--- src/rtl/apb4_master_pkg.sv ---
// -----------------------------------------------------------------------------
// apb4_master_pkg
//   Shared definitions for the APB4 initiator.
//   - apb_state_t : FSM encoding, 2 bits, IDLE = 0
//   - APB4_TIMEOUT_CYCLES_DEFAULT : default ACCESS wait limit for the timeout build
//   - tmo_cnt_width() : width of the ACCESS wait counter for a given limit
// Optional feature macro used by the files importing this package:
//   APB4_MASTER_TIMEOUT_EN
// -----------------------------------------------------------------------------
package apb4_master_pkg;

    typedef enum logic [1:0] {
        ST_IDLE   = 2'd0,
        ST_SETUP  = 2'd1,
        ST_ACCESS = 2'd2,
        ST_RESP   = 2'd3
    } apb_state_t;

    localparam int APB4_TIMEOUT_CYCLES_DEFAULT = 256;

    // The counter only has to reach cycles-1, so clog2(cycles) bits suffice.
    function automatic int tmo_cnt_width(input int cycles);
        return (cycles > 1) ? $clog2(cycles) : 1;
    endfunction

endpackage

--- src/rtl/apb4_if.sv ---
// -----------------------------------------------------------------------------
// apb4_if
//   APB4 bus bundle between one initiator and its register slaves.
//   Inputs : pclk, presetn (asynchronous, active-low)
//   master modport: drives paddr pprot psel penable pwrite pwdata pstrb,
//                   receives pready prdata pslverr
//   slave modport : the mirror image
// -----------------------------------------------------------------------------
interface apb4_if #(
    parameter int ADDR_WIDTH = 32,
    parameter int DATA_WIDTH = 32
) (
    input logic pclk,
    input logic presetn
);
    logic [ADDR_WIDTH-1:0]   paddr;
    logic [2:0]              pprot;
    logic                    psel;
    logic                    penable;
    logic                    pwrite;
    logic [DATA_WIDTH-1:0]   pwdata;
    logic [DATA_WIDTH/8-1:0] pstrb;
    logic                    pready;
    logic [DATA_WIDTH-1:0]   prdata;
    logic                    pslverr;

    modport master (
        input  pclk, presetn, pready, prdata, pslverr,
        output paddr, pprot, psel, penable, pwrite, pwdata, pstrb
    );

    modport slave (
        input  pclk, presetn, paddr, pprot, psel, penable, pwrite, pwdata, pstrb,
        output pready, prdata, pslverr
    );
endinterface

--- src/rtl/apb4_master_wdt.sv ---
// -----------------------------------------------------------------------------
// apb4_master_wdt
//   ACCESS-phase wait counter. Used only when APB4_MASTER_TIMEOUT_EN is defined.
//   Ports:
//     clk     in  clock
//     rst_n   in  asynchronous active-low reset
//     clr     in  restart the count (asserted on the cycle before ACCESS)
//     en      in  count this cycle (ACCESS with pready low)
//     expired out count sits at TIMEOUT_CYCLES-1 and another wait cycle is seen
// -----------------------------------------------------------------------------
module apb4_master_wdt
    import apb4_master_pkg::*;
#(
    parameter int TIMEOUT_CYCLES = APB4_TIMEOUT_CYCLES_DEFAULT
) (
    input  logic clk,
    input  logic rst_n,
    input  logic clr,
    input  logic en,
    output logic expired
);
    localparam int             CW   = tmo_cnt_width(TIMEOUT_CYCLES);
    localparam logic [CW-1:0]  TERM = CW'(TIMEOUT_CYCLES - 1);

    logic [CW-1:0] r_cnt;

    always_ff @(posedge clk or negedge rst_n) begin
        if (!rst_n) begin
            r_cnt <= '0;
        end else if (clr) begin
            r_cnt <= '0;
        end else if (en && (r_cnt != TERM)) begin
            r_cnt <= r_cnt + CW'(1);
        end
    end

    // The counter value equals the number of wait cycles already seen, so the
    // TIMEOUT_CYCLES-th consecutive wait cycle finds it at TERM.
    assign expired = en && (r_cnt == TERM);

endmodule

--- src/rtl/apb4_master.sv ---
// -----------------------------------------------------------------------------
// apb4_master
//   Single-outstanding APB4 initiator. A valid/ready command is turned into an
//   APB4 SETUP -> ACCESS transfer (PREADY wait states honoured) and the result
//   is returned on a valid/ready response channel.
//   Ports:
//     apb4         master modport (pclk, presetn, APB4 bus)
//     req_valid_i  command valid          req_ready_o command accepted
//     req_addr_i   byte address           req_write_i 1=write, 0=read
//     req_wdata_i  write data             req_strb_i  write byte strobes
//     req_prot_i   PPROT value
//     rsp_valid_o  response valid (held)  rsp_ready_i response consumed
//     rsp_rdata_o  read data, 0 for writes
//     rsp_err_o    PSLVERR or timeout     rsp_tmo_o   response was a timeout
//   Build option: APB4_MASTER_TIMEOUT_EN adds the ACCESS timeout; without it
//   ACCESS waits indefinitely and rsp_tmo_o is 0.
//   DATA_WIDTH must be 8, 16 or 32.
// -----------------------------------------------------------------------------
module apb4_master
    import apb4_master_pkg::*;
#(
    parameter int ADDR_WIDTH     = 32,
    parameter int DATA_WIDTH     = 32,
    parameter int TIMEOUT_CYCLES = APB4_TIMEOUT_CYCLES_DEFAULT
) (
    apb4_if.master                  apb4,
    input  logic                    req_valid_i,
    output logic                    req_ready_o,
    input  logic [ADDR_WIDTH-1:0]   req_addr_i,
    input  logic                    req_write_i,
    input  logic [DATA_WIDTH-1:0]   req_wdata_i,
    input  logic [DATA_WIDTH/8-1:0] req_strb_i,
    input  logic [2:0]              req_prot_i,
    output logic                    rsp_valid_o,
    input  logic                    rsp_ready_i,
    output logic [DATA_WIDTH-1:0]   rsp_rdata_o,
    output logic                    rsp_err_o,
    output logic                    rsp_tmo_o
);
    logic w_clk;
    logic w_rst_n;
    assign w_clk   = apb4.pclk;
    assign w_rst_n = apb4.presetn;

    apb_state_t              r_state;
    apb_state_t              w_state_next;
    logic [ADDR_WIDTH-1:0]   r_addr;
    logic                    r_write;
    logic [DATA_WIDTH-1:0]   r_wdata;
    logic [DATA_WIDTH/8-1:0] r_strb;
    logic [2:0]              r_prot;
    logic [DATA_WIDTH-1:0]   r_rdata;
    logic                    r_err;

    logic w_accept;
    logic w_capture;
    logic w_abort;
    logic w_tmo_expired;

    // Gated by presetn so the command channel reads not-ready while in reset.
    assign req_ready_o = w_rst_n &&
                         ((r_state == ST_IDLE) || ((r_state == ST_RESP) && rsp_ready_i));
    assign w_accept    = req_valid_i && req_ready_o;

    // ------------------------------------------------------------------ FSM
    always_comb begin
        w_state_next = r_state;
        w_capture    = 1'b0;
        w_abort      = 1'b0;
        case (r_state)
            ST_IDLE: begin
                if (req_valid_i) begin
                    w_state_next = ST_SETUP;
                end
            end
            ST_SETUP: begin
                w_state_next = ST_ACCESS;
            end
            ST_ACCESS: begin
                // A completing PREADY takes priority over the timeout.
                if (apb4.pready) begin
                    w_state_next = ST_RESP;
                    w_capture    = 1'b1;
                end else if (w_tmo_expired) begin
                    w_state_next = ST_RESP;
                    w_abort      = 1'b1;
                end
            end
            ST_RESP: begin
                if (rsp_ready_i) begin
                    w_state_next = req_valid_i ? ST_SETUP : ST_IDLE;
                end
            end
            default: begin
                w_state_next = ST_IDLE;
            end
        endcase
    end

    always_ff @(posedge w_clk or negedge w_rst_n) begin
        if (!w_rst_n) begin
            r_state <= ST_IDLE;
            r_addr  <= '0;
            r_write <= 1'b0;
            r_wdata <= '0;
            r_strb  <= '0;
            r_prot  <= '0;
            r_rdata <= '0;
            r_err   <= 1'b0;
        end else begin
            r_state <= w_state_next;
            // Reads store zero data/strobes so PWDATA/PSTRB are 0 on the bus.
            if (w_accept) begin
                r_addr  <= req_addr_i;
                r_write <= req_write_i;
                r_wdata <= req_write_i ? req_wdata_i : '0;
                r_strb  <= req_write_i ? req_strb_i : '0;
                r_prot  <= req_prot_i;
            end
            if (w_capture) begin
                r_rdata <= r_write ? '0 : apb4.prdata;
                r_err   <= apb4.pslverr;
            end else if (w_abort) begin
                r_rdata <= '0;
                r_err   <= 1'b1;
            end
        end
    end

    // -------------------------------------------------------- timeout option
`ifdef APB4_MASTER_TIMEOUT_EN
    logic r_tmo;

    apb4_master_wdt #(
        .TIMEOUT_CYCLES (TIMEOUT_CYCLES)
    ) u_wdt (
        .clk     (w_clk),
        .rst_n   (w_rst_n),
        .clr     (r_state == ST_SETUP),
        .en      ((r_state == ST_ACCESS) && !apb4.pready),
        .expired (w_tmo_expired)
    );

    always_ff @(posedge w_clk or negedge w_rst_n) begin
        if (!w_rst_n) begin
            r_tmo <= 1'b0;
        end else if (w_capture) begin
            r_tmo <= 1'b0;
        end else if (w_abort) begin
            r_tmo <= 1'b1;
        end
    end

    assign rsp_tmo_o = r_tmo;
`else
    logic w_unused_cfg;
    assign w_unused_cfg  = (TIMEOUT_CYCLES == 0);
    assign w_tmo_expired = 1'b0;
    assign rsp_tmo_o     = 1'b0;
`endif

    // -------------------------------------------------------------- outputs
    // Strobes derive from the state register, so an asynchronous reset drops
    // them immediately.
    assign apb4.psel    = (r_state == ST_SETUP) || (r_state == ST_ACCESS);
    assign apb4.penable = (r_state == ST_ACCESS);
    assign apb4.paddr   = r_addr;
    assign apb4.pwrite  = r_write;
    assign apb4.pwdata  = r_wdata;
    assign apb4.pstrb   = r_strb;
    assign apb4.pprot   = r_prot;

    assign rsp_valid_o  = (r_state == ST_RESP);
    assign rsp_rdata_o  = r_rdata;
    assign rsp_err_o    = r_err;

endmodule

--- src/flat_wrapper.sv ---
// flat-port wrapper written by rule: the top's interface ports become plain ports
module apb4_master_flat import apb4_master_pkg::*;
#(
    parameter int ADDR_WIDTH     = 32,
    parameter int DATA_WIDTH     = 32,
    parameter int TIMEOUT_CYCLES = APB4_TIMEOUT_CYCLES_DEFAULT
)
  (req_valid_i, req_ready_o, req_addr_i, req_write_i, req_wdata_i, req_strb_i, req_prot_i, rsp_valid_o, rsp_ready_i, rsp_rdata_o, rsp_err_o, rsp_tmo_o, pclk, presetn, apb4_pready, apb4_prdata, apb4_pslverr, apb4_paddr, apb4_pprot, apb4_psel, apb4_penable, apb4_pwrite, apb4_pwdata, apb4_pstrb);
  apb4_if #(.ADDR_WIDTH(ADDR_WIDTH), .DATA_WIDTH(DATA_WIDTH)) apb4_i (.pclk(pclk), .presetn(presetn));
  input  logic req_valid_i;
  output logic req_ready_o;
  input  logic [ADDR_WIDTH-1:0] req_addr_i;
  input  logic req_write_i;
  input  logic [DATA_WIDTH-1:0] req_wdata_i;
  input  logic [DATA_WIDTH/8-1:0] req_strb_i;
  input  logic [2:0] req_prot_i;
  output logic rsp_valid_o;
  input  logic rsp_ready_i;
  output logic [DATA_WIDTH-1:0] rsp_rdata_o;
  output logic rsp_err_o;
  output logic rsp_tmo_o;
  input wire logic pclk;
  input wire logic presetn;
  input wire logic [$bits(apb4_i.pready)-1:0] apb4_pready;
  input wire logic [$bits(apb4_i.prdata)-1:0] apb4_prdata;
  input wire logic [$bits(apb4_i.pslverr)-1:0] apb4_pslverr;
  output wire logic [$bits(apb4_i.paddr)-1:0] apb4_paddr;
  output wire logic [$bits(apb4_i.pprot)-1:0] apb4_pprot;
  output wire logic [$bits(apb4_i.psel)-1:0] apb4_psel;
  output wire logic [$bits(apb4_i.penable)-1:0] apb4_penable;
  output wire logic [$bits(apb4_i.pwrite)-1:0] apb4_pwrite;
  output wire logic [$bits(apb4_i.pwdata)-1:0] apb4_pwdata;
  output wire logic [$bits(apb4_i.pstrb)-1:0] apb4_pstrb;
  assign apb4_i.pready = apb4_pready;
  assign apb4_i.prdata = apb4_prdata;
  assign apb4_i.pslverr = apb4_pslverr;
  assign apb4_paddr = apb4_i.paddr;
  assign apb4_pprot = apb4_i.pprot;
  assign apb4_psel = apb4_i.psel;
  assign apb4_penable = apb4_i.penable;
  assign apb4_pwrite = apb4_i.pwrite;
  assign apb4_pwdata = apb4_i.pwdata;
  assign apb4_pstrb = apb4_i.pstrb;
  apb4_master #(.ADDR_WIDTH(ADDR_WIDTH), .DATA_WIDTH(DATA_WIDTH), .TIMEOUT_CYCLES(TIMEOUT_CYCLES)) u_core (.apb4(apb4_i), .req_valid_i(req_valid_i), .req_ready_o(req_ready_o), .req_addr_i(req_addr_i), .req_write_i(req_write_i), .req_wdata_i(req_wdata_i), .req_strb_i(req_strb_i), .req_prot_i(req_prot_i), .rsp_valid_o(rsp_valid_o), .rsp_ready_i(rsp_ready_i), .rsp_rdata_o(rsp_rdata_o), .rsp_err_o(rsp_err_o), .rsp_tmo_o(rsp_tmo_o));
endmodule
--- config.mk ---
export PLATFORM = sky130hd
export DESIGN_NAME = apb4_master_flat
export DESIGN_NICKNAME = d
export VERILOG_FILES = /design/src/rtl/apb4_master_pkg.sv /design/src/rtl/apb4_if.sv /design/src/rtl/apb4_master_wdt.sv /design/src/rtl/apb4_master.sv /design/src/flat_wrapper.sv
export SDC_FILE = /design/constraint.sdc
export NUM_CORES = 1
export LEC_CHECK = 0
export BUFFER_PORTS_ARGS = -buffer_cell sky130_fd_sc_hd__buf_2
export CAP_MARGIN = 15
export CELL_PAD_IN_SITES_DETAIL_PLACEMENT = 0
export CELL_PAD_IN_SITES_GLOBAL_PLACEMENT = 1
export CORE_MARGIN = 10
export CORE_UTILIZATION = 31
export DETAILED_ROUTE_END_ITERATION = 6
export PLACE_DENSITY_LB_ADDON = 0.3
export REMOVE_ABC_BUFFERS = 1
export SLEW_MARGIN = 25
export SYNTH_ARGS = -nofsm -noshare
export SYNTH_HDL_FRONTEND = slang
export SYNTH_HIERARCHICAL = 1
export SYNTH_SLANG_ARGS = --single-unit
--- constraint.sdc ---
create_clock -name pclk -period 1.6 [get_ports pclk]
set_input_delay 0.24 -clock pclk [delete_from_list [all_inputs] [get_ports pclk]]
set_output_delay 0.24 -clock pclk [all_outputs]
set_load 0.05 [all_outputs]
======== Word-level counts from Yosys, hierarchy flattened ========
Cells that the tools add are included.
operators by class
  reduce and logical (&&, ||, !) cells .... 7
  shifts and indexed selects .............. 0
  add/subtract/negate cells ............... 0
  divide/modulo/power cells ............... 0
  mux-type cells .......................... 12
  bitwise logic cells ..................... 0
  $lt $le $gt $ge ......................... 0
  eq/ne operators ......................... 6
  multiply operators ...................... 0
operator list
  operator                                       count
  2-to-1 mux 32 bit                              3
  case mux 2 bit (4 select lines)                1
  2-to-1 mux 2 bit                               3
  == test 2 bit, second input constant           2
  2-to-1 mux 1 bit                               4
  2-to-1 mux 4 bit                               1
  != test 2 bit, second input constant           2
  logical AND 1 bit                              3
  AND reduction 3 bit                            1
  == test 2 x 1 -> 1 bit, second input constant  1
  zero test 2 bit                                1
  logical OR 1 bit                               2
  != test 2 x 1 -> 1 bit, second input constant  1
word-level totals
  register bits after elaboration ......... 107
  output and inout port bits .............. 110
  memories ................................ 0
  bits in latches ......................... 0
  ROM bits ................................ 0
  bits of input ports ..................... 110
  RAM bits ................................ 0
  logic and storage cells ................. 33

======== Longest topological paths before layout ========
  depth in word-level cells ............... 5
  depth in mapped cells ................... 7
  gate-level depth less buffers ........... 5

======== Least setup slack after synthesis ========
OpenSTA, ideal clock, no wires.
  kind .................................... reg-to-reg
  start point ............................. register u_core.r_state[0]
  end point ............................... register u_core.r_state[1]
  buffers on the path ..................... 0
  period minus slack after synthesis ...... 1784 ps
  slack ................................... -184 ps
  cell stages (with the launch flop) ...... 6
  arrival ................................. 1659 ps
  cell sequence ........................... dfrtp_1 > inv_1 > ha_1 > nor2b_1 > nor3_1 > mux2_2
on the way
  word-level cells in the longest chain between the ends .. 3
  elaborated cells between the ends (all ways) .. 9
  classes of those cells .................. eq/ne: 6; mux: 1; reduce/logical: 2
RTL lines
  what                           RTL line            source
  start, declared                apb4_master.sv:45   apb_state_t r_state;
  start signal, assigned         apb4_master.sv:111  r_state <= w_state_next;
  == test 2 bit *                --
  via apb4_penable               flat_wrapper.sv:30  output wire logic [$bits(apb4_i.penable)-1:0] apb4_penable;
  != test 2 bit (no line)        --
  AND reduction 3 bit (no line)  --
Mark *: on every way through the listed nets, which the timed path passes. The rest lies on a longest branch.
A chain may end at the register's enable or synchronous reset.

======== Worst setup path after layout ========
  start point ............................. register u_core.r_state[1]
  end point ............................... output port req_ready_o
on the way
  word-level cells in the longest chain between the ends .. 4
  elaborated cells between the ends (all ways) .. 5
  classes of those cells .................. eq/ne: 1; reduce/logical: 4
RTL lines
  what                 RTL line            source
  == test 2 bit        apb4_master.sv:62   ((r_state == ST_IDLE) || ((r_state == ST_RESP) && rsp_ready_i));
  logical AND 1 bit    apb4_master.sv:62
  logical OR 1 bit *   apb4_master.sv:62
  logical AND 1 bit *  apb4_master.sv:61   assign req_ready_o = w_rst_n &&
  end, declared        flat_wrapper.sv:11  output logic req_ready_o;
Mark *: on every way between the ends. The rest lies on a longest branch, timed or not.

==> results.sh <==
export IMPL_dr_total_vias=3773
export IMPL_timing_critical_path_fanout_max=4
export IMPL_clock_tree_root_cell="sky130_fd_sc_hd__clkbuf_16"
export IMPL_synth_seq_area_share_pct=58.5
export IMPL_clock_sinks=107
export IMPL_layout_cell_area_non_filler_um2=6480
export IMPL_worst_setup_path_type="reg -> out"
export IMPL_nFillCells=1402
export IMPL_yosys_warnings=6
export IMPL_synth_cell_types=26
export IMPL_most_common_cell_after_layout_fill_and_taps_aside="sky130_fd_sc_hd__buf_2"
export IMPL_run_status="finished with violations"
export IMPL_power_density_cell_area_nw_per_um2=2420
export IMPL_power_mw=15.7
export IMPL_fmax_mhz=581
export IMPL_max_slew_margin_rel_pct=50.3
export IMPL_fin_skew_ns=0.00388
export IMPL_layout_cells_most_common_list="213 x sky130_fd_sc_hd__buf_2, 107 x sky130_fd_sc_hd__dfrtp_1, 69 x sky130_fd_sc_hd__nand2_1, 69 x sky130_fd_sc_hd__o21ai_0"
export IMPL_worstPathCellList="inv_2 -> ha_4 -> a21oi_4 -> and2b_1 -> buf_6"
export IMPL_final_wirelength_um=15000
export IMPL_leakage_nw=3.34
export IMPL_grt_pass1_vias=3881
export IMPL_rows=44
export IMPL_synth_edff_count=0
export IMPL_r2r_end="u_core/apb4.paddr[29]"
export IMPL_violations_in_the_final_reports="negative setup slack"
export IMPL_grt_start_max_net_pins=82
export IMPL_avgViaCountPerCell=4.58
export IMPL_floorplan_die_width_um=141
export IMPL_r2r_start="u_core/r_state[0]"
export IMPL_finalMaxSlewViolations=0
export IMPL_finalNetCount=750
export IMPL_cp_slowest_cell="sky130_fd_sc_hd__dfrtp_1"
export IMPL_detailed_place_area_um2=5910
export IMPL_critPathLaunchType="flip-flop"
export IMPL_initial_core_util_pct=31.6
export IMPL_synthesis_instances=401
export IMPL_grt_pass1_wl_um=22400
export IMPL_antenna_diode_count=0
export IMPL_place_port_buffers=218
export IMPL_max_vdd_drop_mv=0.685
export IMPL_cp_end_kind="output pin"
export IMPL_timing_critical_path_buf_inv=2
export IMPL_design_portCount=220
export IMPL_worstSetupPathDepth=5
export IMPL_cp_startpoint="u_core/r_state[1]"
export IMPL_hold_path_class="in -> reg"
export IMPL_critical_path_max_stage_delay_ns=0.41
export IMPL_report_final_hold_viol_count=0
export IMPL_period_needed_ns=1.72
export IMPL_rsz0062_at_grt="yes"
export IMPL_layout_area_overhead_vs_synth_pct=41.6
export IMPL_maxCapViolations=0
export IMPL_place_gp_congestion=0.773
export IMPL_timing_critical_path_required_ns=1.36
export IMPL_iter_0_drt_violations=170
export IMPL_setup_total_negative_slack_ns=-2.52
export IMPL_final_layout_size_suffix_gt1_share_pct=50.5
export IMPL_finalCritPeriodShare_pct=107
export IMPL_route_detailed_wl_per_inst_um=18.2
export IMPL_antenna_left=0
export IMPL_drcViolationCount=0
export IMPL_max_clock_path_buffers=2
export IMPL_ys_seq_elements=107
export IMPL_synth_area_per_cell_um2=11.4
export IMPL_setup_reg_to_reg_worst_slack_ns=-0.09
export IMPL_dieHeight_um=141
export IMPL_timing_critical_path_arrival_ns=1.48
export IMPL_clkLatencyLatePin_ns=0.35
export IMPL_postSynth_topFlopCell="sky130_fd_sc_hd__dfrtp_1"
export IMPL_reg2reg_depth=7
export IMPL_fin_util_pct=44.8
export IMPL_async_flop_share_pct=100
export IMPL_syn_cell_area_um2=4580
export IMPL_clk_pin_slew_ns=0.08
export IMPL_dpl_hpwl_um=11000
export IMPL_critPathCapture="req_ready_o"
export IMPL_drt_first_pass_iters=4
export IMPL_design_die_area_um2=20000
export IMPL_pre_cts_setup_slack_ns=-0.0904
export IMPL_cts_buffers=9
export IMPL_tightest_slew_ns=0.746
export IMPL_cts_max_level=3
export IMPL_critPathTopFamily="flip-flops"
export IMPL_grt_total_usage_pct=14.1
export IMPL_setup_slack_ns=-0.120
export IMPL_number_of_failing_setup_endpoints_in_the_final_timing_report=40
export IMPL_grt_antenna_before_repair=0
export IMPL_design_core_area_um2=14500
export IMPL_globalRouteOverflowTotal=0
export IMPL_cts_tree="built"
[how the worst min path moves through the flow]
stage | from | end | slack [ns] | cells after the start
after detailed placement | presetn | u_core/apb4.paddr[25] | 0.32 | 2
after floorplan | presetn | u_core/apb4.paddr[0] | -0.06 | 0
final | req_prot_i[0] | u_core/apb4.pprot[0] | 0.12 | 2
after global placement | presetn | u_core/apb4.pwrite | 0.31 | 2
after CTS | req_prot_i[0] | u_core/apb4.pprot[0] | 0.10 | 2
after global routing | req_addr_i[19] | u_core/apb4.paddr[19] | 0.10 | 2
[worst reg2reg max path: stages (launching register included)]
cell and delay [ns]:
sky130_fd_sc_hd__dfrtp_1 0.42, sky130_fd_sc_hd__inv_2 0.11, sky130_fd_sc_hd__ha_4 0.15, sky130_fd_sc_hd__a21oi_4 0.04
sky130_fd_sc_hd__buf_4 0.16, sky130_fd_sc_hd__nor2_8 0.19, sky130_fd_sc_hd__clkbuf_16 0.21, sky130_fd_sc_hd__mux2_4 0.30
[logic make-up after synthesis]
kind of cell / count (synthesis) / synth area share (%)
and+or+nand+nor: 111 / 11.6
AOI/OAI and AO/OA: 107 / 11.9
DFF: 107 / 58.5
muxes: 38 / 11.8
buffers and inverters: 32 / 4.68
adders and majority gates: 5 / 1.37
other: 1 / 0.0820
[cells in the mapped netlist (2+ instances only)]
| library cell | n | area [um^2] |
|---|---|---|
| sky130_fd_sc_hd__and2b_1 | 2 | 15.0 |
| sky130_fd_sc_hd__clkbuf_1 | 16 | 60.1 |
| sky130_fd_sc_hd__buf_12 | 3 | 60.1 |
| sky130_fd_sc_hd__mux2_2 | 8 | 90.1 |
| sky130_fd_sc_hd__ha_1 | 5 | 62.6 |
| sky130_fd_sc_hd__dfrtp_1 | 107 | 2680 |
| sky130_fd_sc_hd__buf_2 | 3 | 15.0 |
| sky130_fd_sc_hd__inv_1 | 2 | 7.51 |
| sky130_fd_sc_hd__nand2_1 | 70 | 263 |
| sky130_fd_sc_hd__nor2b_1 | 2 | 12.5 |
| sky130_fd_sc_hd__mux2_4 | 30 | 450 |
| sky130_fd_sc_hd__buf_1 | 2 | 7.51 |
| sky130_fd_sc_hd__o21ai_1 | 3 | 15.0 |
| sky130_fd_sc_hd__o21ai_0 | 101 | 505 |
| sky130_fd_sc_hd__buf_6 | 5 | 56.3 |
| sky130_fd_sc_hd__nand2b_1 | 32 | 200 |
[metal layers]
metal | GRT usage (%) | vias to the layer above | wire (um)
met5 | 0 | - | 0
met4 | 4.95 | 0 | 213
met3 | 5.07 | 11 | 1230
met2 | 21.8 | 148 | 7160
met1 | 17.7 | 1805 | 6350
li1 | - | 1809 | -
[per-stage QoR]
step | hold WS (ns) | std cells
2_1_floorplan | -0.0556 | 371
3_3_place_gp | 0.313 | 795
3_5_place_dp | 0.315 | 795
4_1_cts | 0.102 | 818
5_1_grt | 0.103 | 824
6_report | 0.117 | 824
[area by class of cell]
cell class / instances / area [um^2] / area share [%]
inverter: 2 / 7.51 / 0.116
timing repair buffer: 253 / 1490 / 23.0
multi-input combinational: 262 / 1770 / 27.3
sequential: 107 / 2680 / 41.3
tap: 184 / 230 / 3.55
clock inverter: 7 / 83.8 / 1.29
clock buffer: 9 / 225 / 3.48
[timing repair]
action | in CTS | in global routing
hold buffers | 1 | 0
resized for setup | 19 | 42
setup buffers | 6 | 2
pin swaps | 1 | 4
gates cloned | 0 | 4
setup endpoints to repair | 77 | 107
hold endpoints to repair | 26 | 0
[power by group]
part / internal, mW / switching (mW) / total [mW]
sequential: 3.83 / 0.625 / 4.45
combinational: 2.72 / 6.21 / 8.93
clock: 1.24 / 1.08 / 2.32
[flip-flops by register name (all words and copies together), names as in the netlist]
name                flops
u_core/apb4.pstrb       4
u_core/apb4.pwrite      1
u_core/rsp_err_o        1
u_core/rsp_rdata_o     32
u_core/apb4.pprot       3
u_core/apb4.pwdata     32
u_core/apb4.paddr      32
u_core/r_state          2
Note: power is estimated with default switching activity, not from simulation.
